--- config.mk ---
export PLATFORM = sky130hd
export DESIGN_NAME = writeback
export DESIGN_NICKNAME = d
export VERILOG_FILES = /design/src/rtl/writeback_pkg.sv /design/src/rtl/writeback_cond_eval.sv /design/src/rtl/writeback.sv
export SDC_FILE = /design/constraint.sdc
export NUM_CORES = 1
export LEC_CHECK = 0
export BUFFER_PORTS_ARGS = -buffer_cell sky130_fd_sc_hd__buf_2
export CORE_UTILIZATION = 43
export CTS_CLUSTER_SIZE = 25
export DETAILED_ROUTE_END_ITERATION = 7
export PLACE_DENSITY = 0.83
export RECOVER_POWER = 25
export SETUP_SLACK_MARGIN = 0.02
export SYNTH_ARGS = -nofsm -noshare
export SYNTH_HDL_FRONTEND = slang
export SYNTH_HIERARCHICAL = 1
export SYNTH_SLANG_ARGS = --single-unit
--- constraint.sdc ---
create_clock -name clk -period 3.5 [get_ports clk]
set_clock_uncertainty 0.15 [all_clocks]
set_input_delay 0.35 -clock clk [delete_from_list [all_inputs] [get_ports clk]]
set_output_delay 0.35 -clock clk [all_outputs]
set_load 0.01 [all_outputs]
--- src/rtl/writeback_pkg.sv ---
// Shared widths, flag bit positions, condition-code and FSM encodings for
// the writeback stage.
package writeback_pkg;

    localparam int REG_ADDR_WIDTH  = 5;
    localparam int DATAWIDTH       = 32;
    localparam int IM_ADDR_WIDTH   = 10;
    localparam int COND_CODE_WIDTH = 3;
    localparam int P_WIDTH         = 48;
    localparam int CNT_WIDTH       = 4;
    localparam int FLAG_WIDTH      = 3;

    // Status register layout is {N,Z,C}.
    localparam int FLAG_N = 2;
    localparam int FLAG_Z = 1;
    localparam int FLAG_C = 0;

    typedef enum logic [COND_CODE_WIDTH-1:0] {
        COND_AL = 3'b000,
        COND_EQ = 3'b001,
        COND_NE = 3'b010,
        COND_MI = 3'b011,
        COND_PL = 3'b100,
        COND_CS = 3'b101,
        COND_CC = 3'b110,
        COND_NV = 3'b111
    } cond_t;

    typedef enum logic {
        ST_IDLE  = 1'b0,
        ST_FLUSH = 1'b1
    } wb_state_t;

    // Flags produced by an execute result: bit DATAWIDTH carries the carry-out.
    function automatic logic [FLAG_WIDTH-1:0] flags_from_result(
        input logic [DATAWIDTH:0] res
    );
        logic [FLAG_WIDTH-1:0] f;
        f         = '0;
        f[FLAG_N] = res[DATAWIDTH-1];
        f[FLAG_Z] = (res[DATAWIDTH-1:0] == '0);
        f[FLAG_C] = res[DATAWIDTH];
        return f;
    endfunction

endpackage

--- src/rtl/writeback_cond_eval.sv ---
// Combinational branch-condition decode against the {N,Z,C} status flags.
module cond_eval
    import writeback_pkg::*;
(
    input  logic [COND_CODE_WIDTH-1:0] condcode,
    input  logic [FLAG_WIDTH-1:0]      flags,
    output logic                       taken
);

    always_comb begin
        // NOTE: default assigned first so no path leaves taken unassigned (no latch).
        taken = 1'b0;
        case (cond_t'(condcode))
            COND_AL: taken = 1'b1;
            COND_EQ: taken = flags[FLAG_Z];
            COND_NE: taken = ~flags[FLAG_Z];
            COND_MI: taken = flags[FLAG_N];
            COND_PL: taken = ~flags[FLAG_N];
            COND_CS: taken = flags[FLAG_C];
            COND_CC: taken = ~flags[FLAG_C];
            COND_NV: taken = 1'b0;
            default: taken = 1'b0;
        endcase
    end

endmodule

--- src/rtl/writeback.sv ---
// Writeback stage: registers execute results into the register file, keeps
// the status flags, resolves branches and squashes younger instructions.
module writeback
    import writeback_pkg::*;
#(
    parameter int FLUSH_CYCLES = 4
) (
    input  logic                       clk,
    input  logic                       rst,
    input  logic [REG_ADDR_WIDTH-1:0]  addr_rd_i,
    input  logic                       regfile_we_w_i,
    input  logic                       regfile_we_uhw_i,
    input  logic                       branchen_i,
    input  logic [COND_CODE_WIDTH-1:0] condcode_i,
    input  logic [IM_ADDR_WIDTH-1:0]   branchtrgt_i,
    input  logic                       sr_we_i,
    input  logic [P_WIDTH-1:0]         p_i,
    output logic [REG_ADDR_WIDTH-1:0]  rf_addr_o,
    output logic [DATAWIDTH-1:0]       rf_data_o,
    output logic                       rf_we_w_o,
    output logic                       rf_we_uhw_o,
    output logic [FLAG_WIDTH-1:0]      flags_o,
    output logic                       redirect_o,
    output logic [IM_ADDR_WIDTH-1:0]   redirect_pc_o,
    output logic                       flushing_o
);

    localparam logic [CNT_WIDTH-1:0] FLUSH_LOAD = CNT_WIDTH'(FLUSH_CYCLES);

    wb_state_t            state, state_nxt;
    logic [CNT_WIDTH-1:0] cnt, cnt_nxt;
    logic                 squash;
    logic                 cond_true;
    logic                 taken;
    logic                 unused_p_hi;

    assign unused_p_hi = ^p_i[P_WIDTH-1:DATAWIDTH+1];
    assign squash      = (state == ST_FLUSH);
    assign flushing_o  = squash;

    // Evaluated on the flag register as it stands, before any same-cycle update.
    cond_eval u_cond_eval (
        .condcode (condcode_i),
        .flags    (flags_o),
        .taken    (cond_true)
    );

    assign taken = branchen_i & cond_true & ~squash;

    always_comb begin
        state_nxt = state;
        cnt_nxt   = cnt;
        case (state)
            ST_IDLE: begin
                if (taken) begin
                    state_nxt = ST_FLUSH;
                    cnt_nxt   = FLUSH_LOAD;
                end
            end
            ST_FLUSH: begin
                if (cnt <= CNT_WIDTH'(1)) begin
                    state_nxt = ST_IDLE;
                    cnt_nxt   = '0;
                end else begin
                    cnt_nxt = cnt - CNT_WIDTH'(1);
                end
            end
            default: begin
                state_nxt = ST_IDLE;
                cnt_nxt   = '0;
            end
        endcase
    end

    // NOTE: sequential state uses non-blocking assignments so every register
    // samples the pre-edge values of the others.
    always_ff @(posedge clk or posedge rst) begin
        if (rst) begin
            state         <= ST_IDLE;
            cnt           <= '0;
            rf_addr_o     <= '0;
            rf_data_o     <= '0;
            rf_we_w_o     <= 1'b0;
            rf_we_uhw_o   <= 1'b0;
            flags_o       <= '0;
            redirect_o    <= 1'b0;
            redirect_pc_o <= '0;
        end else begin
            state         <= state_nxt;
            cnt           <= cnt_nxt;
            rf_addr_o     <= addr_rd_i;
            rf_data_o     <= p_i[DATAWIDTH-1:0];
            rf_we_w_o     <= regfile_we_w_i & ~squash;
            rf_we_uhw_o   <= regfile_we_uhw_i & ~squash;
            redirect_o    <= taken;
            redirect_pc_o <= branchtrgt_i;
            if (sr_we_i && !squash) begin
                flags_o <= flags_from_result(p_i[DATAWIDTH:0]);
            end
        end
    end

endmodule

==> reports/qor.log, run 1 <==
[clock_network] source-to-sink clock delay at the later pin of the worst-skew pair 0.32 ns
[detailed_routing] routed wire length per instance 14.3 um
[worst_setup_path] arrival time at the worst endpoint 1.77 ns
[floorplanning] width of the chip 66.8 um
[worst_setup_path] biggest fanout along the worst timing path 2
[worst_setup_path] slowest stage cell on the critical path sky130_fd_sc_hd__dlygate4sd3_1
[clock_network] Root Buffer sky130_fd_sc_hd__clkbuf_8
[worst_setup_path] element type at the critical path start input port
[grt] met3 Resource Use GR 8.39%
[grt] grt met2 use 40.0%
[power_and_ir_drop] Leak 1.41 nW
[grt] GRT overflow 0
[worst_setup_path] endpoint of the most critical register-to-register path cnt[2]
[sta] min cycle time layout 1.69 ns
[grt] layer with the highest usage met2
[clock_network] total CTS buffers 9
[clock_network] Clock Sink Count 58
[sta] RSZ-0062 raised after global routing false
[detailed_routing] routed vias 1513
[synthesis] sequential-to-total area share from yosys stat 80.5%
[detailed_routing] length of the first detailed-routing pass in iterations 4
[grt] Tot GR Track Use 22.0%
[floorplanning] number of I/O pins 126
[sta] highest attainable clock frequency 591 MHz
[hold_path] Hold Path Sink rf_data_o[24]
[clock_network] clock tree from TritonCTS built
[cells_and_area] number of nets in the layout 340
[sta] max-slew violation count 0
[synthesis] mean area per synthesized cell 16.7 um2
[outcome] outcome finished, final reports clean
[synthesis] number of nets in the synthesized netlist 182
[worst_setup_path] required time of the critical path 3.57 ns
[detailed_routing] vias per std cell 4.77
[synthesis] Syn Inst Count 108
[sta] fraction of the cycle the final worst path needs 48.4%
[floorplanning] number of core rows 23
[clock_network] clock buffer depth 2
[sta] Slew HR 45.4%
[grt] wire length of the first global-routing pass 6.81 mm
[worst_setup_path] crit path capture type flop
[sta] number of endpoints failing setup at the final stage 0
[power_and_ir_drop] IR Drop Worst-Case VDD 0.334 mV
[place] final weighted congestion of routability-driven global placement 0.790
[grt] number of global-route vias before repair 1552
[sta] Final Hold Violating Endpoints 0
[synthesis] count of state elements after synthesis 58
[synthesis] synth warn 6
[grt] global routing met1 resource utilization 21.6%
[worst_setup_path] start-to-end type of the worst setup path input port to flop
[cells_and_area] ratio of cells with drive above 1 in the final layout 40.1%
[worst_setup_path] worst reg2reg setup slack 1.97 ns
[worst_setup_path] largest stage delay on the critical path 0.55 ns
[grt] number of antenna violations at the first check in global routing 0
[detailed_routing] DR DRC count 0
[detailed_routing] Post-Route WL 4.54 mm
[worst_setup_path] path depth of the worst reg2reg path 6
[detailed_routing] detailed router's first-iteration violation count 77
[place] IO buf count 110
[worst_setup_path] sequence of cells on the critical path dlygate4sd3_1 > buf_2 > nor4_1 > nand4_1 > o31ai_2
[synthesis] cell area after technology mapping 1800 um2
[power_and_ir_drop] power per cell area 540 nW/um2
[sta] hold slack final 0.0232 ns
[cells_and_area] Layout Area Growth over Synthesis 60.8%
[floorplanning] die height 66.8 um
[hold_path] number of cells traversed by the worst hold path 1
[clock_network] Post-CTS Setup Bufs 0
[floorplanning] initial cell density of the core 45.1%
[flow_run] Max Cap Violations 0
[clock_network] htree depth 3
[clock_network] Clk pin slew, worst setup/hold paths 0.05 ns
[worst_setup_path] worst reg2reg path startpoint flags_o[0]
[synthesis] count of different cell masters after synthesis 24
[floorplanning] area of the core 4000 um2
[hold_path] worst min-delay path class input port to flop
[cells_and_area] layout filler cell count 279
[sta] Least-Margin Pin Slew 0.817 ns
[detailed_routing] Routed Antenna Nets 0
[place] DP Wirelength 3.01 mm
[floorplanning] DIE AREA 4460 um2
[cells_and_area] ANT cells 0
[hold_path] Hold Crit Start p_i[24]
[grt] largest net degree at the start of global routing 42
[sta] final sum of negative setup slack 0 ns
-- how the worst max path moves through the flow --
stage	from	to	slack, ns	cells past startpoint
after floorplan	rst	cnt[0]	1.57	1
after global placement	condcode_i[0]	cnt[2]	1.95	7
after detailed placement	condcode_i[0]	cnt[2]	1.93	7
after CTS	p_i[1]	flags_o[1]	1.84	5
after global routing	p_i[6]	flags_o[1]	1.68	5
final	p_i[6]	flags_o[1]	1.81	5
-- metrics by stage --
step / cells / total power [mW] / utilization (%) / setup WS [ns] / instance area (um2)
detailed placement: 268 / 1.08 / 60.3 / 1.93 / 2410
global route: 317 / 1.66 / 72.5 / 1.68 / 2900
finish: 317 / 1.57 / 72.5 / 1.81 / 2900
floorplan: 108 / 0.959 / - / 1.57 / 1800
global placement: 268 / 1.06 / 60.3 / 1.95 / 2410
CTS: 310 / 1.58 / 71.5 / 1.84 / 2860
-- cell usage after synthesis --
master	n	share of area, %
sky130_fd_sc_hd__nor4_2	4	2.8
sky130_fd_sc_hd__inv_1	4	0.83
sky130_fd_sc_hd__and3b_1	1	0.49
sky130_fd_sc_hd__o221ai_1	1	0.49
sky130_fd_sc_hd__o21ai_0	3	0.83
sky130_fd_sc_hd__o31ai_1	1	0.42
sky130_fd_sc_hd__nand2_1	6	1.2
sky130_fd_sc_hd__nand3_1	1	0.28
sky130_fd_sc_hd__o21ai_1	1	0.28
sky130_fd_sc_hd__ha_1	2	1.4
sky130_fd_sc_hd__nor3b_1	2	0.83
sky130_fd_sc_hd__a21oi_1	2	0.56
sky130_fd_sc_hd__a211o_1	1	0.49
sky130_fd_sc_hd__nor2b_1	2	0.69
sky130_fd_sc_hd__o311ai_0	2	0.97
sky130_fd_sc_hd__nor4_1	5	1.7
sky130_fd_sc_hd__o31ai_2	1	0.69
sky130_fd_sc_hd__nor2_1	4	0.83
sky130_fd_sc_hd__a31oi_1	1	0.35
sky130_fd_sc_hd__dfrtp_1	58	80
sky130_fd_sc_hd__buf_6	1	0.62
sky130_fd_sc_hd__nand4_1	2	0.69
sky130_fd_sc_hd__mux2_2	2	1.2
sky130_fd_sc_hd__nand2b_4	1	0.76
-- kinds of logic after synthesis --
family / count (synthesis) / synth area share [%]
AO/OA/AOI/OAI: 13 / 5.07
adder cells (fa/ha/maj): 2 / 1.39
buffers and inverters: 5 / 1.46
flip-flops: 58 / 80.5
multiplexers: 2 / 1.25
AND/OR/NAND/NOR: 28 / 10.3
-- flip-flops by register name, indices dropped and copies added (netlist names) --
signal / flops
cnt: 4
redirect_o: 1
flags_o: 3
rf_we_uhw_o: 1
flushing_o: 1
rf_addr_o: 5
redirect_pc_o: 10
rf_data_o: 32
rf_we_w_o: 1
-- worst max-delay path, delay by kind of cell --
kind | cells | cell delay [ns]
AOI/OAI and AO/OA | 1 | 0.20
buffers and inverters | 2 | 0.69
and+or+nand+nor | 2 | 0.53
-- final cells by class --
class | count | area [um2] | share of cell area, %
clock buffer | 11 | 141 | 4.88
clock inverter | 1 | 5.00 | 0.173
inverter | 4 | 15.0 | 0.518
multi-input combinational | 45 | 325 | 11.2
sequential | 58 | 1450 | 50.1
tap | 50 | 62.6 | 2.16
timing repair buffer | 148 | 898 | 31.0
-- cells in the final DEF, fill, tap and decap left out, drive strengths merged, types with 4 or more instances in the layout --
master	count
buf	87
clkbuf	35
dfrtp	58
dlygate4sd3	37
inv	4
nand2	6
nor2	4
nor4	9
o21ai	4
-- what timing repair did --
item / CTS / global route
endpoints found under the setup margin: 0 / 0
hold endpoints to repair: 30 / 7
hold buffers: 30 / 7
resized for setup: 0 / 0
-- metal layers --
metal	share of wire [%]	vias to the layer above
li1	-	696
met1	36	735
met2	55	74
met3	7.3	8
met4	1.8	0
met5	0	-
-- report_power, final --
| group | internal (mW) | switching (mW) |
|---|---|---|
| clock | 0.259 | 0.215 |
| sequential | 0.745 | 0.0639 |
| combinational | 0.143 | 0.140 |
| total | 1.15 | 0.419 |
Power figures use the tool's default switching activity.
==> inputs of run 2 (changes only) <==
- ABC_AREA: default -> 1
- CORE_UTILIZATION: 43 -> 36
- PLACE_DENSITY: 0.83 -> 0.74
- clock period: 3.5 -> 1.49 ns (I/O delays scaled with it)
==> run 2 against run 1 <==
Effect of this change:
- synthesized area is 1.1% higher
- die area is 20% higher
- total power grew to 2.7 times the previous value
- sequential power is 130% higher
- clock power grew to 3.2 times the previous value
- cell count is 22% higher
- flip-flop and latch count stayed put
- combinational power grew to 2.7 times the previous value
- worst setup slack worse by 1.6 ns
- hold slack better by 0.0075 ns
- critical endpoint is now cnt[0]
- highest routed layer unchanged
==> reports/qor.log, run 2 <==
[floorplanning] number of I/O pins 126
[power_and_ir_drop] power per cell area 1300 nW/um2
[cells_and_area] non-filler instance count after layout 387
[worst_setup_path] element type at the critical path start flop
[cells_and_area] most common cell after layout, fill and taps aside sky130_fd_sc_hd__buf_2
[floorplanning] initial cell density of the core 38.1%
[sta] final sum of negative setup slack 0 ns
[clock_network] Clk pin slew, worst setup/hold paths 0.06 ns
[sta] number of endpoints failing setup at the final stage 0
[sta] min cycle time layout 1.32 ns
[synthesis] count of different cell masters after synthesis 17
[clock_network] clock tree from TritonCTS built
[clock_network] source-to-sink clock delay at the later pin of the worst-skew pair 0.32 ns
[worst_setup_path] sequence of cells on the critical path inv_1 > nand2_1 > nand3_1 > nand2_1 > nand2_1 > nand2_2 > nand2_2 > inv_1 > nand2_1 > o21ai_0
[detailed_routing] DR DRC count 0
[sta] Least-Margin Pin Slew 0.293 ns
[detailed_routing] length of the first detailed-routing pass in iterations 3
[cells_and_area] largest reg by FF count rf_data_o
[place] DP Wirelength 2.93 mm
[floorplanning] area of the core 4790 um2
[synthesis] sequential-to-total area share from yosys stat 79.6%
[synthesis] leading cell types by count after synthesis 58 x sky130_fd_sc_hd__dfrtp_1, 24 x sky130_fd_sc_hd__nand2_1, 24 x sky130_fd_sc_hd__nor2_1
[cells_and_area] flip-flop count of the largest register after layout 32
[place] Placed Cells 319
[synthesis] prevailing post-synth register cell sky130_fd_sc_hd__dfrtp_1
[detailed_routing] routed vias 1615
[worst_setup_path] biggest fanout along the worst timing path 4
[sta] Final Hold Violating Endpoints 0
[power_and_ir_drop] IR Drop Worst-Case VDD 0.763 mV
[floorplanning] width of the chip 73.2 um
[sta] fraction of the cycle the final worst path needs 88.7%
[synthesis] ys async rst share 100%
[synthesis] area fraction of the dominant cell type after synthesis 79.6%
[place] IO buf count 110
[cells_and_area] number of nets in the layout 389
[detailed_routing] Routed Antenna Nets 0
[grt] largest net degree at the start of global routing 59
[synthesis] synth warn 6
[sta] Slew HR 80.4%
[cells_and_area] Layout Area Growth over Synthesis 75.0%
[clock_network] Clock Sink Count 58
[detailed_routing] routed wire length per instance 12.8 um
[synthesis] cell area after technology mapping 1820 um2
[worst_setup_path] largest stage delay on the critical path 0.41 ns
[place] final weighted congestion of routability-driven global placement 0.675
[synthesis] post-synth top area cell sky130_fd_sc_hd__dfrtp_1
[synthesis] number of synthesized flops with an enable pin 0
[sta] hold slack final 0.0307 ns
[clock_network] Root Buffer sky130_fd_sc_hd__clkbuf_8
[cells_and_area] registers with the most flip-flops rf_data_o: 32 flops, redirect_pc_o: 10 flops, rf_addr_o: 5 flops
[detailed_routing] Post-Route WL 4.96 mm
[synthesis] main area contributors after synthesis sky130_fd_sc_hd__dfrtp_1 80%, sky130_fd_sc_hd__nand2_1 4.9%, sky130_fd_sc_hd__nor2_1 4.9%, sky130_fd_sc_hd__inv_1 2.7%, sky130_fd_sc_hd__ha_1 1.4%
[synthesis] Syn Inst Count 141
[sta] max-slew violation count 0
[synthesis] count of state elements after synthesis 58
[worst_setup_path] arrival time at the worst endpoint 1.37 ns
[floorplanning] DIE AREA 5350 um2
[cells_and_area] ratio of cells with drive above 1 in the final layout 34.4%
[synthesis] number of nets in the synthesized netlist 215
[worst_setup_path] required time of the critical path 1.54 ns
[flow_run] Max Cap Violations 0
[clock_network] total CTS buffers 9
[clock_network] Post-CTS Setup Bufs 0
[power_and_ir_drop] Leak 1.60 nW
[sta] RSZ-0062 raised after global routing false
[clock_network] htree depth 3
[worst_setup_path] slowest stage cell on the critical path sky130_fd_sc_hd__dfrtp_1
[cells_and_area] most frequent cells in the layout 88 x sky130_fd_sc_hd__buf_2, 58 x sky130_fd_sc_hd__dfrtp_1, 52 x sky130_fd_sc_hd__dlygate4sd3_1
[grt] GRT overflow 0
[worst_setup_path] start-to-end type of the worst setup path flop to flop
[worst_setup_path] Most Frequent Cell on Critical Path sky130_fd_sc_hd__nand2_1
[floorplanning] number of core rows 25
[grt] number of global-route vias before repair 1727
[hold_path] worst min-delay path class input port to flop
[synthesis] leading cell type by number of instances after synthesis sky130_fd_sc_hd__dfrtp_1
[power_and_ir_drop] post-layout power 4.16 mW
[clock_network] clock buffer depth 2
[outcome] outcome finished, final reports clean
[grt] Tot GR Track Use 21.0%
[detailed_routing] vias per std cell 4.17
[worst_setup_path] crit path capture type flop
[grt] number of antenna violations at the first check in global routing 0
[detailed_routing] detailed router's first-iteration violation count 52
[floorplanning] die height 73.2 um
[sta] highest attainable clock frequency 757 MHz
[grt] wire length of the first global-routing pass 7.96 mm
[cells_and_area] layout filler cell count 376
[cells_and_area] ANT cells 0
[synthesis] mean area per synthesized cell 12.9 um2
## run 2: changes by cell type after synthesis, sizes merged, moves of 2 or more
| cell | change |
|---|---|
| o311ai | -2 |
| inv | +10 |
| nor3b | -2 |
| nor2b | -2 |
| nor2 | +21 |
| nand3 | +4 |
| nor4 | -9 |
| mux2 | -2 |
| nand2 | +18 |
| o31ai | -2 |
## run 2: stage by stage
step,util [%],cell area [um2],worst slack (ns)
CTS,67.1,3210,0.138
finish,66.7,3190,0.168
global route,66.7,3190,0.0328
global placement,51.8,2480,0.180
floorplan,-,1830,0.257
detailed placement,51.8,2480,0.148
## run 2: path summary, 6_finish.rpt
kind / slack (ns) / endpoint / start / cells after the start
worst max-delay path: 0.17 / cnt[0] / flags_o[1] / 10
worst min-delay path: 0.03 / flags_o[2] / sr_we_i / 5
min in group asynchronous: 0.28 / flushing_o / rst / 4
max in group asynchronous: 0.66 / cnt[0] / rst / 4
worst min register to register: 0.38 / cnt[3] / cnt[3] / 2
worst max register to register: 0.17 / cnt[0] / flags_o[1] / 10
## run 2: worst max-delay path: cells and delay by family, from the launching register on
kind,cells,cell delay (ns)
AO/OA/AOI/OAI,1,0.07
buffers and inverters,2,0.12
flip-flops,1,0.41
AND/OR/NAND/NOR,7,0.42
## run 2: cell families after synthesis
logic type	after synthesis	synth area share [%]
buffers and inverters	14	2.88
AND/OR/NAND/NOR	58	13.0
XOR/XNOR	2	0.961
AO/OA/AOI/OAI	7	2.20
flip-flops	58	79.6
adder cells (fa/ha/maj)	2	1.37
## run 2: routing by layer
layer / up-vias / wire length (um) / track usage, %
met4: 0 / 90 / 10.5
met1: 748 / 1870 / 22.1
li1: 782 / - / -
met2: 76 / 2690 / 38.6
met5: - / 0 / 0
met3: 9 / 314 / 5.39
## run 2: power by group
| part | internal (mW) | total, mW | switching [mW] |
|---|---|---|---|
| registers | 1.74 | 1.86 | 0.118 |
| clock network | 0.939 | 1.53 | 0.587 |
| logic | 0.375 | 0.774 | 0.399 |
| total | 3.06 | 4.16 | 1.10 |
## run 2: final cells by class
cell class,instances,area [um2],share of cell area [%]
sequential,58,1450,45.5
clock buffer,11,131,4.12
timing repair buffer,163,1060,33.4
multi-input combinational,69,324,10.2
tap,67,83.8,2.63
inverter,14,56.3,1.76
clock inverter,5,78.8,2.47
## run 2: what timing repair did
item,CTS,global route
gates resized for setup,0,2
setup endpoints to repair,0,2
hold buffers,52,0
endpoints found under the hold margin,111,0
